[config.mk]
export PLATFORM = sky130hd
export DESIGN_NAME = rf_wr_arbiter_flat
export DESIGN_NICKNAME = d
export VERILOG_FILES = /design/src/rtl/rf_ctrl_pkg.sv /design/src/rtl/rf_wr_arbiter_if.sv /design/src/rtl/rf_wr_arbiter_rr_arb2.sv /design/src/rtl/rf_wr_arbiter.sv /design/src/flat_wrapper.sv
export SDC_FILE = /design/constraint.sdc
export NUM_CORES = 1
export LEC_CHECK = 0
export ABC_AREA = 1
export ABC_CLOCK_PERIOD_IN_PS = 3100
export CORE_ASPECT_RATIO = 1.75
export CORE_MARGIN = 2
export CORE_UTILIZATION = 45
export CTS_CLUSTER_SIZE = 24
export DETAILED_ROUTE_END_ITERATION = 6
export PLACE_DENSITY = 0.84
export SYNTH_ARGS = -nofsm -noshare
export SYNTH_HDL_FRONTEND = slang
export SYNTH_SLANG_ARGS = --single-unit
[constraint.sdc]
create_clock -name clk -period 3.1 [get_ports clk]
set_input_delay 0.775 -clock clk [delete_from_list [all_inputs] [get_ports clk]]
set_output_delay 0.775 -clock clk [all_outputs]
set_load 0.02 [all_outputs]
[src/rtl/rf_ctrl_pkg.sv]
// Shared types and widths for the register-file write path.
// Used by the write-back arbiter and by the register file's decode logic.
package rf_ctrl_pkg;

  localparam int RF_AW = 4;
  localparam int RF_DW = 32;

  typedef enum logic [1:0] {
    FULL = 2'b00,
    HIGH = 2'b01,
    LOW  = 2'b10,
    LI32 = 2'b11
  } wr_mode_t;

  typedef enum logic {
    IDLE  = 1'b0,
    LI_HI = 1'b1
  } arb_state_t;

endpackage

[src/rtl/rf_wr_arbiter_if.sv]
// Write-back request channel: one requester (master) presents a write, the arbiter (slave) accepts it.
interface rf_wr_arbiter_if;
  import rf_ctrl_pkg::*;

  logic             valid;
  logic             ready;
  logic [RF_AW-1:0] dst;
  logic [RF_DW-1:0] data;
  wr_mode_t         mode;

  modport master (output valid, dst, data, mode, input ready);
  modport slave  (input valid, dst, data, mode, output ready);

endinterface

[src/rtl/rf_wr_arbiter_rr_arb2.sv]
// Two-way round-robin arbiter; a grant is also the accept, so the pointer moves on every grant.
module rr_arb2 (
  input  logic clk,
  input  logic rst_n,
  input  logic en_i,
  input  logic a_valid_i,
  input  logic b_valid_i,
  output logic a_gnt_o,
  output logic b_gnt_o
);

  // last_b_q = 1 means port B was granted last, so A wins the next tie.
  logic last_b_q, last_b_d;

  // NOTE: every variable written here gets a value on every path first, so no latch is inferred.
  always_comb begin
    a_gnt_o  = en_i && a_valid_i && (!b_valid_i || last_b_q);
    b_gnt_o  = en_i && b_valid_i && (!a_valid_i || !last_b_q);
    last_b_d = last_b_q;
    if (a_gnt_o)      last_b_d = 1'b0;
    else if (b_gnt_o) last_b_d = 1'b1;
  end

  // NOTE: sequential state uses <= so every flop samples pre-edge values regardless of block order.
  always_ff @(posedge clk or negedge rst_n) begin
    if (!rst_n) last_b_q <= 1'b1;
    else        last_b_q <= last_b_d;
  end

endmodule

[src/rtl/rf_wr_arbiter.sv]
// Arbitrates ALU (A) and load-return (B) write-backs onto the register file's single registered write port.
module rf_wr_arbiter
  import rf_ctrl_pkg::*;
(
  input  logic             clk,
  input  logic             rst_n,
  rf_wr_arbiter_if.slave   a,
  rf_wr_arbiter_if.slave   b,
  output logic             rf_wr,
  output logic [RF_AW-1:0] rf_wr_dst,
  output logic [RF_DW-1:0] rf_wr_data,
  output logic             rf_high,
  output logic             rf_low,
  output logic             busy
);

  localparam logic [0:0] S_IDLE  = IDLE;
  localparam logic [0:0] S_LI_HI = LI_HI;

  logic [0:0]       state_q, state_d;
  logic             wr_q, wr_d;
  logic [RF_AW-1:0] dst_q, dst_d;
  logic [RF_DW-1:0] data_q, data_d;
  logic             high_q, high_d;
  logic             low_q, low_d;
  logic             li_q, li_d;
  logic [15:0]      li_hi_q, li_hi_d;

  logic             a_gnt, b_gnt;
  logic [RF_AW-1:0] sel_dst;
  logic [RF_DW-1:0] sel_data;
  wr_mode_t         sel_mode;

  // Gating with rst_n keeps both readys low for the whole reset pulse.
  rr_arb2 u_arb (
    .clk       (clk),
    .rst_n     (rst_n),
    .en_i      (rst_n && (state_q == S_IDLE)),
    .a_valid_i (a.valid),
    .b_valid_i (b.valid),
    .a_gnt_o   (a_gnt),
    .b_gnt_o   (b_gnt)
  );

  assign a.ready  = a_gnt;
  assign b.ready  = b_gnt;
  assign sel_dst  = a_gnt ? a.dst  : b.dst;
  assign sel_data = a_gnt ? a.data : b.data;
  assign sel_mode = a_gnt ? a.mode : b.mode;

  always_comb begin
    state_d = S_IDLE;
    wr_d    = 1'b0;
    dst_d   = dst_q;
    data_d  = data_q;
    high_d  = 1'b0;
    low_d   = 1'b0;
    li_d    = 1'b0;
    li_hi_d = li_hi_q;
    if (state_q == S_LI_HI) begin
      wr_d   = 1'b1;
      data_d = {16'b0, li_hi_q};
      high_d = 1'b1;
      li_d   = 1'b1;
    end else if (a_gnt || b_gnt) begin
      wr_d  = 1'b1;
      dst_d = sel_dst;
      unique case (sel_mode)
        FULL: data_d = sel_data;
        HIGH: begin
          data_d = {16'b0, sel_data[15:0]};
          high_d = 1'b1;
        end
        LOW: begin
          data_d = {16'b0, sel_data[15:0]};
          low_d  = 1'b1;
        end
        LI32: begin
          // Phase 1 is a plain full write of the low half; the high half is merged next cycle.
          data_d  = {16'b0, sel_data[15:0]};
          li_d    = 1'b1;
          li_hi_d = sel_data[31:16];
          state_d = S_LI_HI;
        end
      endcase
    end
  end

  always_ff @(posedge clk or negedge rst_n) begin
    if (!rst_n) begin
      state_q <= S_IDLE;
      wr_q    <= 1'b0;
      dst_q   <= '0;
      data_q  <= '0;
      high_q  <= 1'b0;
      low_q   <= 1'b0;
      li_q    <= 1'b0;
      li_hi_q <= '0;
    end else begin
      state_q <= state_d;
      wr_q    <= wr_d;
      dst_q   <= dst_d;
      data_q  <= data_d;
      high_q  <= high_d;
      low_q   <= low_d;
      li_q    <= li_d;
      li_hi_q <= li_hi_d;
    end
  end

  assign rf_wr      = wr_q;
  assign rf_wr_dst  = dst_q;
  assign rf_wr_data = data_q;
  assign rf_high    = high_q;
  assign rf_low     = low_q;
  // li_q marks either LI32 phase on the outputs, so busy spans both output cycles.
  assign busy       = (state_q == S_LI_HI) || li_q;

endmodule
[src/flat_wrapper.sv]
// flat-port wrapper written by rule: the top's interface ports become plain ports
module rf_wr_arbiter_flat import rf_ctrl_pkg::*;
  (clk, rst_n, rf_wr, rf_wr_dst, rf_wr_data, rf_high, rf_low, busy, a_valid, a_dst, a_data, a_mode, a_ready, b_valid, b_dst, b_data, b_mode, b_ready);
  rf_wr_arbiter_if a_i ();
  rf_wr_arbiter_if b_i ();
  input  logic clk;
  input  logic rst_n;
  output logic rf_wr;
  output logic [RF_AW-1:0] rf_wr_dst;
  output logic [RF_DW-1:0] rf_wr_data;
  output logic rf_high;
  output logic rf_low;
  output logic busy;
  input wire logic [$bits(a_i.valid)-1:0] a_valid;
  input wire logic [$bits(a_i.dst)-1:0] a_dst;
  input wire logic [$bits(a_i.data)-1:0] a_data;
  input wire logic [$bits(a_i.mode)-1:0] a_mode;
  output wire logic [$bits(a_i.ready)-1:0] a_ready;
  input wire logic [$bits(b_i.valid)-1:0] b_valid;
  input wire logic [$bits(b_i.dst)-1:0] b_dst;
  input wire logic [$bits(b_i.data)-1:0] b_data;
  input wire logic [$bits(b_i.mode)-1:0] b_mode;
  output wire logic [$bits(b_i.ready)-1:0] b_ready;
  assign a_i.valid = a_valid;
  assign a_i.dst = a_dst;
  assign a_i.data = a_data;
  assign a_i.mode = a_mode;
  assign a_ready = a_i.ready;
  assign b_i.valid = b_valid;
  assign b_i.dst = b_dst;
  assign b_i.data = b_data;
  assign b_i.mode = b_mode;
  assign b_ready = b_i.ready;
  rf_wr_arbiter u_core (.clk(clk), .rst_n(rst_n), .a(a_i), .b(b_i), .rf_wr(rf_wr), .rf_wr_dst(rf_wr_dst), .rf_wr_data(rf_wr_data), .rf_high(rf_high), .rf_low(rf_low), .busy(busy));
endmodule
==> qor.yml, run 1 <==
grt:
  first_global_vias: 2779
  antenna_found_initial: 0
  grt_first_pass_wirelength_mm: 13.1
  grt_usage: 0.239
  grt_overflow_total: 0
  grt_max_degree: 59
clocking:
  cts_tree: "built"
  holdBufCountCts: 0
  cts-resized-gates: 0
  clock_latency_ps: 330
  cts_buffers: 9
  clock_path_buffers: 2
  htree_levels: 3
  clock_sinks: 58
  root_buffer: "clkbuf_8"
  clk_pin_slew_worst_paths_ps: 70
  postCtsSetupRepairBufs: 0
synthesis:
  syn_nets: 434
  synth_area_leader_cell: "dfrtp_1"
  ys_types: 25
  seq_area_frac_synth: 0.507
  syn-cell-area_sq_um: 2860
  syn_area_per_cell_sq_um: 8.09
  synthCells: 354
  ys_ff_latch: 58
  netlist_top_cells_area: "dfrtp_1, nand2_1, nand3_1"
  ys_warn_count: 0
  yosysTopAreaCellShare: 0.498
detailed_routing:
  drt_first_pass_iters: 4
  wl_mm: 8.04
  detail_route.wl_per_cell_microns: 14.4
  viasPerCell: 5.06
  drc: 0
  vias: 2835
  final_antenna_net_count: 0
  drt-initial-drc-count: 102
cells_and_area:
  fillers: 503
  nNetsFinal: 555
  area_delta_synth_final_pct: 48.7
  final_cells: 560
  layout-drive-gt1-share: 0.0833
  antenna_cells: 0
floorplan:
  core-area_sq_um: 6180
  fp.dieW_microns: 64.3
  initial_utilization: 0.463
  die_h_microns: 110
  pin_count: 122
  dieArea_sq_um: 7040
  placementRows: 38
power:
  finalPower_mw: 2.35
  leakage_nw: 2.06
  p_per_area_nw_per_um2: 552
  peakVddDrop_mv: 0.300
sta:
  hold_viol: 0
  fin_worst_skew_ps: 7.54
  period_share: 0.964
  setup_tns_ps: 0
  holdWs_ps: 484
  fmax_mhz: 335
  finalSetupViolCount: 0
  drv_slew: 0
  maxSlewHeadroom: 0.520
  grt_setup_unrepaired: "false"
  min_period_ps: 2990
  worst_pin_slew_ps: 719
critical_path:
  slowest_stage: "clkdlybuf4s50_1"
  cp.arrival_ps: 2210
  crit_path_end_kind: "output port"
  start_kind: "input pin"
  cpMostUsedCell: "clkdlybuf4s50_1"
  max_stage_delay_ps: 630
  cp.required_ps: 2320
  crit_family: "buffers and inverters"
  cp_max_fo: 6
  critical_path_class: "input pin to output port"
  worstPathCellList: "clkdlybuf4s50_1 -> a21oi_1 -> clkdlybuf4s50_1"
  crit_buf_inv: 2
place:
  globalplace.congestion: 0.797
  hpwl_mm: 5.82
  port_buffers: 121
  placed_cells: 544
min_path:
  hp-class: "flop to flop"
run:
  maxCapViolations: 0
outcome:
  status: "completed"
final timing paths:
kind,start,endpoint,slack (ps),cells past startpoint
setup reg to reg,u_core.u_arb.last_b_q,u_core.rf_wr_data[26],1050,9
max in group asynchronous,rst_n,u_core.rf_low,1990,2
hold reg to reg,u_core.li_hi_q[13],u_core.li_hi_q[13],480,2
min in group asynchronous,rst_n,u_core.li_hi_q[7],640,2
setup / recovery,a_valid,b_ready,110,3
hold / removal,u_core.li_hi_q[13],u_core.li_hi_q[13],480,2
through the flow:
stage          worst slack, ps  area [sq um]  utilization
3_5_place_dp               127          4070        0.658
3_3_place_gp               169          4070        0.658
4_1_cts                    105          4260        0.689
6_report                   112          4260        0.689
2_1_floorplan              892          2860            -
5_1_grt                   12.1          4260        0.689
flip-flops by register name, indices dropped and copies added (netlist names):
name                   flops
u_core.rf_low              1
u_core.rf_wr_data         32
u_core.u_arb.last_b_q      1
u_core.state_q             1
u_core.li_q                1
u_core.rf_wr_dst           4
u_core.li_hi_q            16
u_core.rf_wr               1
u_core.rf_high             1
layout make-up:
cell class	count	area [sq um]	area share
clock buffer	9	124	0.0291
clock inverter	7	70.1	0.0165
inverter	11	41.3	0.00969
multi-input combinational	267	1210	0.285
sequential	58	1450	0.341
tap	80	100	0.0235
timing repair buffer	128	1260	0.296
layout by cell type, fill, tap and decap left out, drive strengths merged, types with 4 or more instances in the layout:
master,n
clkinv,6
inv,10
clkbuf,9
nand3,41
nand2,155
o22ai,6
dfrtp,57
buf,8
nand4,4
a21oi,19
o21ai,13
nor2,23
clkdlybuf4s50,120
metal layers:
layer / wire [microns] / vias up / track usage
li1: - / 1386 / -
met1: 3120 / 1317 / 0.271
met2: 4260 / 109 / 0.420
met3: 380 / 23 / 0.0502
met4: 278 / 0 / 0.123
met5: 0 / - / 0
kinds of logic (layout without fill, tap and decap cells):
logic type / after synthesis / in the layout / synth area share
simple gates: 225 / 225 / 0.343
flops: 58 / 58 / 0.507
buf+inv: 29 / 155 / 0.0695
compound gates: 42 / 42 / 0.0808
worst min-delay path, cell delays in order, from the launching register on:
cell and delay (ps):
dfrtp_1 340, nand2_1 60, nand2_1 50
cells in the mapped netlist (all sizes together):
| cell type | count |
|---|---|
| a21boi | 3 |
| a21oi | 19 |
| buf | 17 |
| clkbuf | 1 |
| clkinv | 1 |
| dfrtp | 57 |
| dfstp | 1 |
| inv | 10 |
| nand2 | 155 |
| nand3 | 41 |
| nand4 | 4 |
| nor2 | 23 |
| nor3 | 1 |
| o21ai | 13 |
| o21bai | 1 |
| o22ai | 6 |
| or2 | 1 |
where the power goes:
group	total (mW)	internal, mW	switching, mW
sequential	0.988	0.903	0.0853
combinational	0.688	0.324	0.364
clock	0.675	0.369	0.306
total	2.35	1.60	0.755
Note: power is estimated with default switching activity, not from simulation.
==> run 2, diff against run 1 <==
--- a/config.mk
+++ b/config.mk
@@ -6,13 +6,14 @@
 export NUM_CORES = 1
 export LEC_CHECK = 0
 export ABC_AREA = 1
-export ABC_CLOCK_PERIOD_IN_PS = 3100
+export ABC_CLOCK_PERIOD_IN_PS = 3400
 export CORE_ASPECT_RATIO = 1.75
 export CORE_MARGIN = 2
-export CORE_UTILIZATION = 45
+export CORE_UTILIZATION = 44
+export CTS_BUF_LIST = sky130_fd_sc_hd__clkbuf_4
 export CTS_CLUSTER_SIZE = 24
 export DETAILED_ROUTE_END_ITERATION = 6
-export PLACE_DENSITY = 0.84
+export PLACE_DENSITY = 0.83
 export SYNTH_ARGS = -nofsm -noshare
 export SYNTH_HDL_FRONTEND = slang
 export SYNTH_SLANG_ARGS = --single-unit
==> constraint.sdc (replaced) <==
create_clock -name clk -period 3.4 [get_ports clk]
set_input_delay 0.85 -clock clk [delete_from_list [all_inputs] [get_ports clk]]
set_output_delay 0.85 -clock clk [all_outputs]
set_load 0.02 [all_outputs]
==> run 2 against run 1 <==
First-iteration DRC count grew 30%. Clock skew grew 8.1 ps. Final cell count is 0.18% higher. Largest power group unchanged. Highest routed layer unchanged.
==> qor.yml, run 2 (synthesis results as in run 1) <==
cells_and_area:
  fin_area_sq_um: 4180
  layout-drive-gt1-share: 0.0813
  largest_reg_flops: 32
  final_cell_mix: "nand2_1, clkdlybuf4s50_1, dfrtp_1"
  nNetsFinal: 555
  area_delta_synth_final_pct: 45.8
  fillers: 546
  final_common_cell: "nand2_1"
power:
  p_clk_frac: 0.212
  combPwrFrac: 0.325
  peakVddDrop_mv: 0.257
  p_per_area_nw_per_um2: 463
  p_int_mw: 1.29
  p_sw_frac: 0.335
  leakage_nw: 2.03
  p_sw_mw: 0.647
  power_frac_seq: 0.463
critical_path:
  cp_max_fo: 4
  cp.required_ps: 2550
  start_kind: "input pin"
  rrSetupSlack_ps: 1360
  worstReg2RegStart: "u_core.u_arb.last_b_q"
  r2r-end: "u_core.rf_wr_data[19]"
  worstPathCellList: "clkdlybuf4s50_1 -> nand2_1 -> nand3_4 -> inv_2 -> clkdlybuf4s50_1"
  cpMostUsedCell: "clkdlybuf4s50_1"
  crit_buf_inv: 3
  critical_path_class: "input pin to output port"
  max_stage_delay_ps: 590
  crit_family: "buffers and inverters"
  cp.arrival_ps: 2280
  crit_path_end_kind: "output port"
  reg2reg_depth: 9
  slowest_stage: "clkdlybuf4s50_1"
clocking:
  root_buffer: "clkbuf_4"
  clock_path_buffers: 2
  cts_buffers: 9
  htree_levels: 3
  clock_sinks: 58
  clock_latency_ps: 400
  cts-resized-gates: 0
  holdBufCountCts: 0
  clk_pin_slew_worst_paths_ps: 90
  postCtsSetupRepairBufs: 0
  cts_tree: "built"
floorplan:
  initial_utilization: 0.460
  fp.dieW_microns: 65.0
  placementRows: 38
  core-area_sq_um: 6230
  pin_count: 122
  die_h_microns: 111
  dieArea_sq_um: 7200
detailed_routing:
  viasPerCell: 4.96
  vias: 2782
  drt-initial-drc-count: 133
  wl_mm: 7.88
  drt_first_pass_iters: 4
  detail_route.wl_per_cell_microns: 14.0
  drc: 0
  final_antenna_net_count: 0
grt:
  first_global_vias: 2768
  grt_usage: 0.234
  grt_max_degree: 59
  grt_overflow_total: 0
  grt_first_pass_wirelength_mm: 13.1
  antenna_found_initial: 1
place:
  globalplace.congestion: 0.796
  hpwl_mm: 5.67
  placed_area_sq_um: 4070
  port_buffers: 121
min_path:
  holdPathStages: 2
  min_from: "u_core.rf_wr_data[16]"
  hp-class: "flop to flop"
  min_to: "u_core.rf_wr_data[16]"
sta:
  fin_worst_skew_ps: 15.6
  finalSetupViolCount: 0
  drv_slew: 0
  fmax_mhz: 319
  hold_viol: 0
  grt_setup_unrepaired: "false"
  maxSlewHeadroom: 0.520
  setup_tns_ps: 0
  holdWs_ps: 486
  period_share: 0.921
  min_period_ps: 3130
  worst_pin_slew_ps: 720
outcome:
  status: "completed"
run:
  maxCapViolations: 0
==> run 2: cell types whose count changed in the layout (fill, tap and decap cells not counted) <==
cell | before | now
clkbuf_4 | 0 | 12
clkinv_1 | 1 | 2
bufinv_16 | 1 | 0
clkinvlp_4 | 1 | 0
clkbuf_8 | 9 | 0
diode_2 | 0 | 1
clkinv_4 | 2 | 0
==> run 2: worst max-delay path by stage <==
stage | cells after the start | slack (ps) | from | endpoint
6_report | 5 | 270 | b_valid | a_ready
5_1_grt | 3 | 210 | a_valid | b_ready
4_1_cts | 5 | 280 | b_valid | a_ready
3_5_place_dp | 5 | 290 | b_valid | a_ready
3_3_place_gp | 4 | 320 | a_valid | a_ready
2_1_floorplan | 5 | 1040 | rst_n | a_ready
==> run 2: area by class of cell <==
| type | count | area [sq um] | area share |
|---|---|---|---|
| well taps | 80 | 100 | 0.0240 |
| diodes | 1 | 2.50 | 0.000599 |
| inverters | 11 | 41.3 | 0.00989 |
| clock buffers | 12 | 90.1 | 0.0216 |
| multi-input cells | 267 | 1210 | 0.290 |
| flip-flops and latches | 58 | 1450 | 0.348 |
| clock inverters | 4 | 18.8 | 0.00449 |
| repair buffers | 128 | 1260 | 0.301 |
==> run 2: per-stage QoR <==
step | cells | power (mW) | util | setup slack, ps
after floorplan | 354 | 1.23 | - | 1040
after global placement | 544 | 1.52 | 0.653 | 319
after detailed placement | 544 | 1.54 | 0.653 | 290
after CTS | 560 | 1.95 | 0.670 | 282
after global routing | 561 | 2.05 | 0.671 | 210
final | 561 | 1.93 | 0.671 | 268
==> run 2: routing by layer <==
layer	vias up	global-route usage	part of all wire
met1	1277	0.275	0.39
met3	17	0.0467	0.050
met5	-	0	0
li1	1383	-	-
met2	105	0.400	0.53
met4	0	0.109	0.028
==> run 2: worst reg2reg max path: stages (launching register included) <==
cell	delay, ps
dfstp_2	540
inv_1	50
nand2_1	160
nand3_4	100
buf_4	280
nand2_1	130
nand2_2	110
inv_1	400
nand3_1	150
nand2_1	90
==> run 2: power groups by stage <==
| stage | clock network, mW | registers [mW] | logic, mW |
|---|---|---|---|
| after global placement | 0 | 0.903 | 0.617 |
| after detailed placement | 0 | 0.907 | 0.631 |
| after floorplan | 0 | 0.980 | 0.249 |
| final | 0.410 | 0.896 | 0.628 |
| after CTS | 0.416 | 0.894 | 0.635 |
| after global routing | 0.452 | 0.911 | 0.687 |
